<file path="src/rtl/dec_2to4_3to8.sv">
// Dual one-hot decoder (2->4 and 3->8) sharing one enable.
// Each decoder has a combinational result and a registered copy qualified by in_valid.
module dec_2to4_3to8 (
  input  logic       clk,
  input  logic       rst,
  input  logic       en,
  input  logic       in_valid,
  input  logic [1:0] in2,
  input  logic [2:0] in3,
  output logic [3:0] out2,
  output logic [7:0] out3,
  output logic [3:0] out2_q,
  output logic [7:0] out3_q,
  output logic       out_valid
);

  // With en low both results collapse to zero regardless of the selects.
  always_comb begin
    out2 = '0;
    out3 = '0;
    if (en) begin
      out2 = 4'b0001 << in2;
      out3 = 8'b0000_0001 << in3;
    end
  end

  // rst outranks in_valid; a capture on a reset edge is discarded.
  always_ff @(posedge clk) begin
    if (rst) begin
      out2_q    <= '0;
      out3_q    <= '0;
      out_valid <= 1'b0;
    end else if (in_valid) begin
      out2_q    <= out2;
      out3_q    <= out3;
      out_valid <= 1'b1;
    end else begin
      out_valid <= 1'b0;
    end
  end

endmodule

</file>
<file path="config.mk">
export PLATFORM = sky130hd
export DESIGN_NAME = dec_2to4_3to8
export DESIGN_NICKNAME = d
export VERILOG_FILES = /design/src/rtl/dec_2to4_3to8.sv
export SDC_FILE = /design/constraint.sdc
export NUM_CORES = 1
export LEC_CHECK = 0
export CORE_MARGIN = 2
export CORE_UTILIZATION = 41
export CTS_CLUSTER_DIAMETER = 100
export DETAILED_ROUTE_END_ITERATION = 12
export GPL_ROUTABILITY_DRIVEN = 0
export PLACE_DENSITY_LB_ADDON = 0.08
export SETUP_SLACK_MARGIN = 0.2
export SYNTH_ARGS = -nofsm -noshare
export SYNTH_HDL_FRONTEND = slang
export SYNTH_SLANG_ARGS = --single-unit
</file>
<file path="constraint.sdc">
create_clock -name clk -period 3.1 [get_ports clk]
set_clock_uncertainty 0.15 [all_clocks]
set_input_delay 0.775 -clock clk [delete_from_list [all_inputs] [get_ports clk]]
set_output_delay 0.775 -clock clk [all_outputs]
set_load 0.01 [all_outputs]
</file>
==> results of run 1 <==
-- synth_stat cells --
cell        n  area (um2)
a21oi_1     4        20.0
and3_2      1        7.51
and3b_2     1        10.0
buf_2       3        15.0
buf_6       2        22.5
dfxtp_1    13         260
inv_2       1        3.75
nand2_1     1        3.75
nand2_2     2        12.5
nand2b_1   11        68.8
nand2b_2    2        17.5
nand2b_4    1        13.8
nand4_1     1        6.26
nand4b_1    2        17.5
nand4bb_1   1        11.3
nor2_1      7        26.3
nor3_1      2        10.0
nor3b_1     1        7.51
o32ai_2     6        97.6
o41ai_2     2        32.5
or3b_1      1        8.76
or3b_2      1        8.76
-- sequential cells by signal, summed over array words and instances, names as in the netlist --
| name | cells |
|---|---|
| out3_q | 8 |
| out_valid | 1 |
| out2_q | 4 |
-- cells by family (layout without fill, tap and decap cells) --
family / count (synthesis) / count (layout) / synth area share [%]
flops: 13 / 13 / 38.2
buf+inv: 6 / 53 / 6.05
compound gates: 12 / 12 / 22.0
simple gates: 35 / 35 / 33.8
-- layer usage --
metal  global-route usage, %  wire length, um
met5                       0                0
met4                    13.5               13
met3                    3.20               91
met2                    29.3              816
met1                    20.1              662
-- metrics by stage --
stage	utilization [%]	cell area [um2]	power (mW)	TNS, ns
final	72.5	1120	0.352	0
after global routing	72.5	1120	0.370	0
after CTS	72.5	1120	0.359	0
after detailed placement	71.8	1110	0.257	-0.110
after global placement	71.8	1110	0.256	-0.00895
after floorplan	-	682	0.210	0
-- cell type report --
cell class	instances	area, um2	share of cell area [%]
Clock buffer	4	26.3	2.35
Inverter	1	3.75	0.336
Multi-Input combinational cell	47	380	34.0
Sequential cell	13	260	23.3
Tap cell	16	20.0	1.79
Timing Repair Buffer	48	427	38.2
-- tightest hold or removal path, stage by stage (launching register included) --
cell and delay (ns):
dfxtp_1 0.31, nand2b_1 0.06, a21oi_1 0.06
-- power breakdown --
group / switching [mW] / leakage [nW] / internal, mW
Combinational: 0.0354 / 0.345 / 0.0417
Sequential: 0.00135 / 0.105 / 0.170
Clock: 0.0532 / 0.0150 / 0.0498
Total: 0.0900 / 0.465 / 0.262
-- path summary, 6_finish.rpt --
check / startpoint / endpoint / slack [ns] / cells after the start
worst min-delay path: out2_q[3] / out2_q[3] / 0.32 / 2
worst min register to register: out2_q[3] / out2_q[3] / 0.32 / 2
worst max register to register: out3_q[0] / out3_q[0] / 2.02 / 2
worst max-delay path: en / out3[0] / 0.25 / 5
==> results.cfg, run 1 <==
[timing]
fin_crit_sh_pct = 91.9
setup_slack_ns = 0.251
tightest_slew_ns = 0.537
hold_viol = 0
rsz0062_at_grt = false
whs_ns = 0.320
fmax_ghz = 0.351
slew_viol_final = 0
slew_headroom_pct = 64.2
setup_viol = 0
period_minus_slack_ns = 2.85

[critical_path]
crit_family = buffers and inverters
cp_max_fo = 6
cp_data_required_time_ns = 2.17
end_kind = output pin
slowest_stage = clkdlybuf4s50_1
crit_path_max_incr_delay_ns = 0.52
critPathArrivalTime_ns = 1.92
path_class = primary input to output pin
startpoint_type = primary input
critical_path.cell_chain = clkdlybuf4s50_1, buf_4, nand2b_4, nor3_1, dlygate4sd2_1
critPathBufInv = 3

[floorplanning]
die_y_um = 44.8
rows = 14
die_area_um2 = 2010
core-area_um2 = 1540
ios = 34
fp.dieW_um = 44.8
start_util_pct = 44.2

[finish]
mostFrequentLayoutCells = 20 x clkdlybuf4s50_1, 15 x buf_4, 13 x dlygate4sd2_1, 13 x dfxtp_1, 11 x nand2b_1
diodes = 0
nNetsFinal = 123
layout_commonest_cell = clkdlybuf4s50_1
drive_above_1_share_pct = 31.0
nFillCells = 119
area_growth_syn_to_layout_pct = 63.9
final_cells = 129

[synthesis]
synth-seq-cells = 13
syn-num-nets = 75
ys_types = 22
yosysSeqAreaShare_pct = 38.2
syn_area_um2 = 682
avgSynthCellArea_um2 = 10.3
synthCells = 66
yosysWarnings = 0

[min_path]
min_path_type = register to register

[clocking]
cts_tree = built
htree_levels = 1
cts_setup_buffers = 0
cts_resized = 13
hold_buffers = 0
root_buffer = clkbuf_4
clock_path_buffers = 2
clock_latency_ns = 0.27
clk_pin_slew_ns = 0.07
cts_sinks = 13
numCtsBuffers = 3

[grt]
grt_pass1_wl_um = 2560
antenna_found_initial = 0
grt_pass1_vias = 618
gr-total-overflow = 0
grt_max_degree = 17
grt_usage_pct = 17.7

[job]
maxCapViolCount = 0

[detailed_routing]
route.antenna.remaining_nets = 0
vias_per_cell = 5.16
first_pass_iters = 4
via_count = 666
first_iter_violations = 8
wl_um = 1580
wl_per_cell_um = 12.3
drc = 0

[status]
outcome = complete, no violations

[placement]
port_buffers = 33
dp_hpwl_um = 1230
place_ws_ns = -0.0359
dp.cells = 125

[power]
vdd_ir_drop_max_v = 0.000232
p_per_area_nw_per_um2 = 315
cellLeakagePower_nw = 0.465
(Power assumes the default switching activity.)
==> run 2, diff against run 1 <==
--- a/config.mk
+++ b/config.mk
@@ -5,7 +5,8 @@
 export SDC_FILE = /design/constraint.sdc
 export NUM_CORES = 1
 export LEC_CHECK = 0
-export CORE_MARGIN = 2
+export CORE_ASPECT_RATIO = 0.9
+export CORE_MARGIN = 5
 export CORE_UTILIZATION = 41
 export CTS_CLUSTER_DIAMETER = 100
 export DETAILED_ROUTE_END_ITERATION = 12
==> run 2 against run 1 <==
  * Largest power group unchanged
  * Critical path depth decreased by 1
  * Sequential power about the same
  * Count of clock-buffer cells in the layout unchanged
  * Hold slack better by 0.0012 ns
  * Combinational power shrank 3.5%
  * Via count shrank 3.0%
  * Power decreased by 0.81%
  * Routed wire length grew 5.3%
  * Critical path type unchanged
==> results.cfg, run 2 (synthesized netlist as in run 1, its figures left out) <==
[power]
cellLeakagePower_nw = 0.449
total_power_uw = 349
p_per_area_nw_per_um2 = 314
vdd_ir_drop_max_v = 0.000292

[clocking]
hold_buffers = 0
cts_tree = built
cts_sinks = 13
clock_path_buffers = 2
root_buffer = clkbuf_4
clock_latency_ns = 0.27
htree_levels = 1
numCtsBuffers = 3
clk_pin_slew_ns = 0.08
cts_setup_buffers = 0

[min_path]
hp-start = out2_q[2]
min_path_type = register to register

[floorplanning]
core-area_um2 = 1630
fp.dieW_um = 53.0
ios = 34
die_y_um = 48.7
start_util_pct = 41.9
rows = 14
die_area_um2 = 2580

[detailed_routing]
via_count = 646
first_iter_violations = 2
route.antenna.remaining_nets = 0
vias_per_cell = 4.82
wl_per_cell_um = 12.4
first_pass_iters = 4
drc = 0
wl_um = 1670

[finish]
largest_register_ffs = 8
reg.largest.list = out3_q (8), out2_q (4), out_valid (1)
drive_above_1_share_pct = 29.1
nNetsFinal = 120
diodes = 0
largest-register = out3_q
mostFrequentLayoutCells = 19 x clkdlybuf4s50_1, 13 x dlygate4sd2_1, 13 x dfxtp_1
layout_commonest_cell = clkdlybuf4s50_1
final_cells = 134
area_growth_syn_to_layout_pct = 62.8

[timing]
setup_viol = 0
slew_headroom_pct = 64.4
fmax_ghz = 0.353
slew_viol_final = 0
period_minus_slack_ns = 2.83
hold_viol = 0
setup_slack_ns = 0.270
whs_ns = 0.321
tightest_slew_ns = 0.534
setup_tns_ns = 0
rsz0062_at_grt = false
fin_crit_sh_pct = 91.3

[grt]
gr-total-overflow = 0
grt_pass1_wl_um = 3040
grt_max_degree = 12
grt_pass1_vias = 693
antenna_found_initial = 0
grt_usage_pct = 15.6

[critical_path]
critPathArrivalTime_ns = 1.91
crit_path_max_incr_delay_ns = 0.53
critical_path.cell_chain = clkdlybuf4s15_1, buf_4, and3_2, clkdlybuf4s50_1
ff2ff_setup_slack_ns = 2.01
startpoint_type = primary input
crit_end = out2[3]
critPathBufInv = 3
r2r_cells = 2
cp_data_required_time_ns = 2.17
path_class = primary input to output pin
r2r-end = out3_q[0]
crit_start = en
cp_max_fo = 8
end_kind = output pin
path_depth = 4
timing.rr.start = out3_q[0]
slowest_stage = clkdlybuf4s50_1
crit_family = buffers and inverters

[placement]
dp_hpwl_um = 1350
dp.cells = 130
port_buffers = 33
place_ws_ns = -0.0613

[status]
outcome = complete, no violations

[job]
maxCapViolCount = 0
[run 2: final cells by class]
| class | instances | area, um2 |
|---|---|---|
| clock buffers | 4 | 26.3 |
| fillers | 152 | 519 |
| inverters | 1 | 3.75 |
| multi-input cells | 47 | 385 |
| flip-flops and latches | 13 | 260 |
| well taps | 24 | 30.0 |
| repair buffers | 45 | 404 |
[run 2: worst min-delay path by stage]
stage                      to  slack (ns)  cells past startpoint
floorplan           out2_q[0]        0.34                      2
global placement    out2_q[0]        0.31                      2
detailed placement  out2_q[2]        0.31                      2
CTS                 out2_q[2]        0.33                      2
global route        out2_q[1]        0.36                      2
finish              out2_q[2]        0.32                      2
[run 2: through the flow]
| step | utilization (%) | cell area (um2) |
|---|---|---|
| 2_1_floorplan | - | 682 |
| 3_3_place_gp | 67.2 | 1090 |
| 3_5_place_dp | 67.2 | 1090 |
| 4_1_cts | 68.0 | 1110 |
| 5_1_grt | 68.1 | 1110 |
| 6_report | 68.1 | 1110 |
[run 2: what timing repair did]
action	CTS	global route
setup endpoints to repair	12	3
pin swaps	0	0
resized for setup	15	1
[run 2: report_power, final]
group,total (mW),switching (mW),internal (mW)
combinational,0.0744,0.0355,0.0388
sequential,0.172,0.00147,0.170
clock,0.103,0.0529,0.0499
total,0.349,0.0899,0.259
[run 2: worst reg2reg max path: stages (launching register included)]
cell and delay [ns]:
dfxtp_1 0.32, or3b_2 0.45, o41ai_2 0.07
[run 2: layer usage]
layer  share of wire, %  up-vias  wire length, um  GRT usage (%)
met5                  0        -                0              0
met4               0.48        0                8           6.38
met3                5.8        2               96           7.06
met2                 51       18              843           24.8
met1                 43      299              718           17.8
li1                   -      327                -              -
==> run 3, diff against run 2 <==
--- a/config.mk
+++ b/config.mk
@@ -13,6 +13,7 @@
 export GPL_ROUTABILITY_DRIVEN = 0
 export PLACE_DENSITY_LB_ADDON = 0.08
 export SETUP_SLACK_MARGIN = 0.2
+export SKIP_LAST_GASP = 1
 export SYNTH_ARGS = -nofsm -noshare
 export SYNTH_HDL_FRONTEND = slang
 export SYNTH_SLANG_ARGS = --single-unit
==> results of run 3 <==
The final DEF is identical to that of run 2; final timing and power are the same.
